--- src/rtl/mux_arb.sv ---
// -----------------------------------------------------------------------------
// mux_arb -- packet-level round-robin arbiter for a router output port.
//
// Locks the downstream 2:1 mux onto one input port from a HEAD flit through
// its TAIL flit, hands per-port grants back to the input stage, counts the
// flits of the current packet and raises a sticky flag on protocol errors.
//
// Ports:
//   clk       router clock, rising edge
//   rst_      asynchronous active-low reset
//   ivalid_0  port 0 has a flit          itype_0  flit type of port 0
//   ivalid_1  port 1 has a flit          itype_1  flit type of port 1
//   iready    downstream accepts a flit this cycle
//   sel       one-hot mux select (bit 0 = port 0, bit 1 = port 1, 0 = none)
//   grant_0   port 0 flit forwarded this cycle (combinational)
//   grant_1   port 1 flit forwarded this cycle (combinational)
//   busy      a packet is locked
//   flit_cnt  flits forwarded in the current/last packet, saturating
//   err       sticky protocol-error flag, cleared only by reset
//
// Handshake: a flit on the locked port moves when ivalid_x and iready are
// both high in the same cycle; grant_x reports exactly that transfer.
// -----------------------------------------------------------------------------
module mux_arb #(
  parameter int              PORT      = 4,
  parameter int              TYPEW     = 3,
  parameter int              CNTW      = 8,
  // Only HEAD and TAIL are decoded; every other type code counts as non-HEAD.
  parameter logic [TYPEW-1:0] TYPE_HEAD = TYPEW'(1),
  parameter logic [TYPEW-1:0] TYPE_TAIL = TYPEW'(3)
) (
  input  logic             clk,
  input  logic             rst_,
  input  logic             ivalid_0,
  input  logic [TYPEW-1:0] itype_0,
  input  logic             ivalid_1,
  input  logic [TYPEW-1:0] itype_1,
  input  logic             iready,
  output logic [PORT:0]    sel,
  output logic             grant_0,
  output logic             grant_1,
  output logic             busy,
  output logic [CNTW-1:0]  flit_cnt,
  output logic             err
);

  typedef enum logic [1:0] {
    IDLE  = 2'd0,
    LOCK0 = 2'd1,
    LOCK1 = 2'd2
  } state_t;

  localparam logic [PORT:0]   SEL0    = (PORT+1)'(1);
  localparam logic [PORT:0]   SEL1    = (PORT+1)'(2);
  localparam logic [CNTW-1:0] CNT_MAX = {CNTW{1'b1}};

  state_t           state;
  logic             last;      // port granted most recently
  logic             cand0;
  logic             cand1;
  logic             pick1;
  logic             fwd;
  logic [TYPEW-1:0] fwd_type;

  assign cand0 = ivalid_0 && (itype_0 == TYPE_HEAD);
  assign cand1 = ivalid_1 && (itype_1 == TYPE_HEAD);
  // Port 1 wins when it is the only candidate, or on a tie when port 0 was
  // the most recent winner.
  assign pick1 = cand1 && (!cand0 || !last);

  assign grant_0  = (state == LOCK0) && ivalid_0 && iready;
  assign grant_1  = (state == LOCK1) && ivalid_1 && iready;
  assign fwd      = grant_0 || grant_1;
  assign fwd_type = (state == LOCK1) ? itype_1 : itype_0;

  always_ff @(posedge clk or negedge rst_) begin
    if (!rst_) begin
      state    <= IDLE;
      last     <= 1'b1;
      sel      <= '0;
      busy     <= 1'b0;
      flit_cnt <= '0;
      err      <= 1'b0;
    end else begin
      case (state)
        IDLE: begin
          // Any valid flit that is not a HEAD has no packet to belong to.
          if ((ivalid_0 && !cand0) || (ivalid_1 && !cand1))
            err <= 1'b1;
          if (cand0 || cand1) begin
            state    <= pick1 ? LOCK1 : LOCK0;
            sel      <= pick1 ? SEL1 : SEL0;
            busy     <= 1'b1;
            flit_cnt <= '0;
            last     <= pick1;
          end
        end
        LOCK0, LOCK1: begin
          if (fwd) begin
            if (flit_cnt != CNT_MAX)
              flit_cnt <= flit_cnt + CNTW'(1);
            // The packet's own HEAD is always the first flit forwarded, which
            // is exactly when the counter is still 0; any later HEAD is bogus.
            if ((fwd_type == TYPE_HEAD) && (flit_cnt != '0))
              err <= 1'b1;
            if (fwd_type == TYPE_TAIL) begin
              state <= IDLE;
              sel   <= '0;
              busy  <= 1'b0;
            end
          end
        end
        default: begin
          state <= IDLE;
          sel   <= '0;
          busy  <= 1'b0;
        end
      endcase
    end
  end

endmodule

--- config.mk ---
export PLATFORM = sky130hd
export DESIGN_NAME = mux_arb
export DESIGN_NICKNAME = d
export VERILOG_FILES = /design/src/rtl/mux_arb.sv
export SDC_FILE = /design/constraint.sdc
export NUM_CORES = 1
export LEC_CHECK = 0
export CAP_MARGIN = 20
export CORE_MARGIN = 10
export CORE_UTILIZATION = 43
export CTS_CLUSTER_DIAMETER = 60
export DETAILED_ROUTE_END_ITERATION = 10
export PLACE_DENSITY = 0.74
export SYNTH_ARGS = -nofsm -noshare
export SYNTH_HDL_FRONTEND = slang
export SYNTH_SLANG_ARGS = --single-unit
--- constraint.sdc ---
create_clock -name clk -period 5.9 [get_ports clk]
set_clock_uncertainty 0.1 [all_clocks]
set_input_delay 1.77 -clock clk [delete_from_list [all_inputs] [get_ports clk]]
set_output_delay 1.77 -clock clk [all_outputs]
set_load 0.005 [all_outputs]
# ---- Word level (Yosys, flattened, before mapping)
# Cells that the tools add are included.
dict set report totals {
  regBits 18
  output_inout_bits 17
  elab_cells 68
  inputBits 11
  ramBits 0
  rom_bits 0
  mem_count 0
  latch_bits 0
}
dict set report classes {
  n_div 0
  n_mux 23
  reduce_logical 25
  n_shift 0
  multipliers 0
  addsub 1
  n_eq_ne 13
  n_lt_le_gt_ge 0
  n_bitwise 0
}
# cell count
set ops {}
lappend ops {{$mux W8} 3}
lappend ops {{$pmux W8 S2} 1}
lappend ops {{$mux W5} 3}
lappend ops {{$ne A2 B2 Y1 const B} 6}
lappend ops {{$logic_and A1 B1 Y1} 10}
lappend ops {{$mux W2} 5}
lappend ops {{$pmux W5 S2} 1}
lappend ops {{$eq A3 B1 Y1 const B} 3}
lappend ops {{$add A8 B1 Y8 const B} 1}
lappend ops {{$ne A8 B8 Y1 const B} 1}
lappend ops {{$reduce_and A4 Y1} 2}
lappend ops {{$reduce_bool A8 Y1} 1}
lappend ops {{$mux W1} 6}
lappend ops {{$logic_or A1 B1 Y1} 4}
lappend ops {{$pmux W1 S2} 2}
lappend ops {{$pmux W2 S2} 1}
lappend ops {{$eq A3 B2 Y1 const B} 1}
lappend ops {{$logic_not A1 Y1} 3}
lappend ops {{$mux W3} 1}
lappend ops {{$reduce_and A3 Y1} 1}
lappend ops {{$eq A2 B1 Y1 const B} 1}
lappend ops {{$eq A2 B2 Y1 const B} 1}
lappend ops {{$logic_not A2 Y1} 1}
lappend ops {{$reduce_and A2 Y1} 1}
lappend ops {{2 further kinds} 2}

# ---- Longest topological paths before layout
dict set report depth {
  depth_word 8
  ltp_mapped 6
  mapped_depth_nobuf 6
}

# ---- Worst setup path after synthesis
# OpenSTA, ideal clock, no wires.
dict set report synth_timing {
  kind {input -> output}
  start {in iready}
  end {out grant_0}
  path_stages 1
  path_slack_ns 2.093
  arrival_ns 1.937
  n_path_buf 0
  path_cell_list {and3_1}
}
dict set report synth_between {
  elab_chain_cells 1
}
# element line
set synth_lines {}
lappend synth_lines {{start: declaration} 38} ;# input logic iready,
lappend synth_lines {{$logic_and A1 B1 Y1} 71} ;# assign grant_0 = (state == LOCK0) && ivalid_0 && iready;
lappend synth_lines {{end: declaration} 40} ;# output logic grant_0,
# No other way between the ends.

# ---- Final worst setup path
dict set report layout_timing {
  start {in iready}
  end {out grant_1}
}
dict set report layout_between {
  elab_chain_cells 1
}
# element line
set layout_lines {}
lappend layout_lines {{$logic_and A1 B1 Y1} 72} ;# assign grant_1 = (state == LOCK1) && ivalid_1 && iready;
lappend layout_lines {{end: declaration} 41} ;# output logic grant_1,
# No other way between the ends.

==> results.md <==
- Including well taps, the total number of placed cells is 146.
- The internal power of the cells totals approximately 290 uW.
- The share of power burned in the clock network is 11.8%.
- The post-layout net count is roughly 140.
- The max-cap check violation count is 0.
- Detailed placement finished with a half-perimeter wire length of 1.93 mm.
- The flip-flop cell with the highest count after synthesis is sky130_fd_sc_hd__dfrtp_1.
- Before antenna repair, the detailed router went through 4 iterations.
- The cell area that synthesis handed to floorplanning was 960 sq um.
- The max-slew headroom at the worst pin is 52.8%.
- The number of flops mapped to enable cells by yosys is 0.
- After clock tree synthesis, the repair step resized 0 gates.
- The top-level I/O count is 28.
- The proportion of register bits with asynchronous set or reset after synthesis is 100%.
- The slowest stage of the critical path belongs to the cell sky130_fd_sc_hd__clkdlybuf4s50_1.
- The routed layout has 869 vias.
- The signal on the critical path passes through clkdlybuf4s50_1, and3_1, clkdlybuf4s50_1.
- The power density normalized to cell area is 417 nW/um^2.
- For this block, the initial DRC count from the detailed router was around 70.
- The final design utilization is 57.1%.
- The number of buffers between clock root and the deepest sink is 2.
- The sink count of the clock tree is 13.
- The leftover overflow at the end of global routing is 0.
- The worst min-delay path startpoint is err.
- The number of buffers inserted by post-CTS setup repair is 0.
- Dividing the detail-routed wire length by the instance count gives 17.4 microns.
- The final weighted congestion of routability-driven global placement is 0.833.
- Summed over all cells, the static leakage comes to 0.495 nW.
- The share of layout cells above drive strength 1 is 10.7%.
- The count of final max-slew check failures is 0.
- The number of endpoints with negative hold slack in the final report came to 0.
- The number of buffers inserted for hold repair after clock tree synthesis is 0.
- The final setup violation count is 0.
- The wire length on met2 is about 1.2 mm.
- The largest voltage drop on the vdd net is between 0.2 and 0.3 mV.
- The part of the total power dissipated in combinational logic is around 59%.
- Using the TritonRoute via totals, the vias-per-cell ratio works out to 5.79.
- 0 antenna diodes ended up in the layout.
- The worst register-to-register path ends at flit_cnt[4].
- The longest individual stage delay on the worst path is about 0.52 ns.
- At the worst endpoint, the arrival time is 2.97 ns.
- Among the stages of the critical path, the cell type that occurs most often is sky130_fd_sc_hd__clkdlybuf4s50_1.
- The floorplan has 17 rows.
- The clock buffer count from CTS is 3.
- The cell family contributing the most delay on the critical path is buffers and inverters.
- The detailed router put a total of 1.10 mm of wire on met1.
- The worst path needs 4.84 ns of the cycle, external delays included.
- Once the floorplan was initialized, standard cells occupied 44.2% of the core.
- The worst setup path category is primary input to output port.
- Setup repair after global routing left no endpoint under its margin.
- The most common cell after layout, fill and taps aside is sky130_fd_sc_hd__clkdlybuf4s50_1.
- The pin slew with the least headroom to its limit is 0.708 ns.
- Of the synthesized area, sequential elements account for 34.0%.
- The via count of the first global-routing pass is 906.
- The source of the worst register-to-register timing path is sel[1].
- Derived from the worst setup path, the maximum achievable clock frequency is between 0.2 and 0.25 GHz.
- The TritonCTS clock tree is done.
- The synthesized design contains 13 register bits.
- For the final routed database, the setup TNS stands at 0 ns.
- The worst hold endpoint is err.
- CTS built an H-tree with a depth of 1.
- The number of cells on the critical path is 3.
- The total area inside the core boundary comes to about 2200 sq um.
- The filler-free cell count of the finished design is 150.
- The insertion delay of the later-clocked pin in the worst-skew pair is 0.30 ns.
- Net switching is 43.7% of the power.
- The wire length of the first global-routing pass is 4.34 mm.
- The top cell types in the final layout, fill and taps aside, are sky130_fd_sc_hd__clkdlybuf4s50_1 (24), sky130_fd_sc_hd__dfrtp_1 (12), sky130_fd_sc_hd__inv_1 (7), sky130_fd_sc_hd__o21ai_0 (6), sky130_fd_sc_hd__ha_1 (5).
- The post-synthesis average cell area is 9.89 sq um.
- The logic depth of the worst register-to-register path is 6.
- The worst hold path stage count is 1.
- The global-route usage over all layers is 12.3%.
- Of the total power, registers draw 29.3%.
- Once detail routing completed, the nets flagged for antenna violations numbered 0.
- From left edge to right edge, the die measures 67.2 microns.
- The routed wire length is 2.61 mm.
- From synthesis to final layout, the design area changed by 29.1%.
- For this run, the number of Yosys warnings is 0.
- The routed design uses 270 microns of met3 wire.
- The startpoint type of the worst setup path is a primary input.
- The initial antenna violation count is 0.
- The final cycle utilization of the critical path is 82.0%.
- Entering global routing, the biggest net connects 16 pins.
- The run finished with clean final reports.
- The quantity of I/O buffers inserted on ports is 24.
- The overall die area is 4520 sq um.
- The clock transition at the registers of the reported paths is 0.09 ns.
- Counting distinct cell types in the post-synthesis netlist gives 40.
- The die height is between 60 and 70 microns.
- Data on the critical path is required at its endpoint by 4.03 ns.
- The maximum fanout along the worst path is 4.
- The count of unresolved DRC violations after routing is 0.
- After technology mapping, the gate count stands at 97.
- The worst slack on hold paths is 0.362 ns.
- The type of the tightest min-delay check is flip-flop to flip-flop.
- The layout has 217 filler cells.
- The worst register-to-register path has a setup slack of 3.33 ns.
- The analysis attributes to net switching a power of 226 uW.
- The buffering stage count on the worst path with inverters included is 2.
- In this run the top signal layer used is met4.
- The cell sitting at the root of the clock tree is a sky130_fd_sc_hd__clkbuf_4.
- The nature of the critical path endpoint is an output port.
## worst max-delay path by stage
| stage | startpoint | end | slack, ns |
|---|---|---|---|
| global placement | ivalid_1 | grant_1 | 1.08 |
| detailed placement | ivalid_1 | grant_1 | 1.07 |
| global route | iready | grant_1 | 1.01 |
| CTS | ivalid_1 | grant_1 | 1.07 |
| finish | iready | grant_1 | 1.06 |
| floorplan | iready | grant_0 | 2.09 |
## registers in the layout, summed over array words and instances, names as in the netlist
name      count
sel           2
flit_cnt      8
last          1
err           1
busy          1
## through the flow
step / area [sq um] / power, mW / worst slack, ns
finish: 1240 / 0.516 / 1.06
floorplan: 967 / 0.342 / 2.09
CTS: 1240 / 0.519 / 1.07
global route: 1240 / 0.560 / 1.01
detailed placement: 1210 / 0.458 / 1.07
global placement: 1210 / 0.447 / 1.08
## final cells by class
class / count / area (sq um) / share of cell area (%)
repair buffers: 24 / 240 / 19.4
flip-flops and latches: 13 / 327 / 26.4
clock buffers: 4 / 26.3 / 2.12
multi-input cells: 74 / 584 / 47.2
well taps: 28 / 35.0 / 2.83
inverters: 7 / 26.3 / 2.12
## synth_stat cells (2+ instances only)
cell type / instances / area share (%)
sky130_fd_sc_hd__nand4_1: 2 / 1.3
sky130_fd_sc_hd__o41ai_1: 3 / 2.7
sky130_fd_sc_hd__dfrtp_1: 12 / 31
sky130_fd_sc_hd__a21oi_1: 4 / 2.1
sky130_fd_sc_hd__nand3_1: 2 / 1.0
sky130_fd_sc_hd__a31oi_1: 2 / 1.3
sky130_fd_sc_hd__ha_1: 5 / 6.5
sky130_fd_sc_hd__a2111o_1: 2 / 2.3
sky130_fd_sc_hd__inv_1: 7 / 2.7
sky130_fd_sc_hd__nand2_1: 4 / 1.6
sky130_fd_sc_hd__nor2_1: 4 / 1.6
sky130_fd_sc_hd__o31a_1: 2 / 1.8
sky130_fd_sc_hd__or4_1: 2 / 1.6
sky130_fd_sc_hd__a32o_1: 2 / 2.1
sky130_fd_sc_hd__clkbuf_1: 2 / 0.78
sky130_fd_sc_hd__mux2i_1: 4 / 4.2
sky130_fd_sc_hd__nand2b_1: 4 / 2.6
sky130_fd_sc_hd__buf_4: 3 / 2.3
sky130_fd_sc_hd__o211ai_1: 3 / 2.3
sky130_fd_sc_hd__and3_1: 2 / 1.3
sky130_fd_sc_hd__o21ai_0: 6 / 3.1
sky130_fd_sc_hd__mux2_2: 2 / 2.3
## cells by family (layout without fill, tap and decap cells)
group | count (synthesis) | count (layout) | share of synthesized area [%]
AO/OA/AOI/OAI | 30 | 30 | 24.0
AND/OR/NAND/NOR | 30 | 30 | 22.7
multiplexers | 6 | 6 | 6.52
other | 1 | 3 | 0.391
adder cells (fa/ha/maj) | 5 | 5 | 6.52
buffers and inverters | 12 | 35 | 5.87
flip-flops | 13 | 13 | 34.0
## power groups by stage
stage               Sequential, mW  Clock, mW  Combinational (mW)
floorplan                    0.149          0               0.193
global placement             0.151          0               0.295
detailed placement           0.153          0               0.305
CTS                          0.151     0.0622               0.305
global route                 0.156     0.0656               0.338
finish                       0.151     0.0609               0.304
## routing by layer
metal,track usage (%),vias to the layer above
met5,0,-
met1,13.8,416
li1,-,421
met4,5.90,0
met3,5.45,3
met2,19.7,29
No activity file was read; power rests on OpenSTA's default activity.
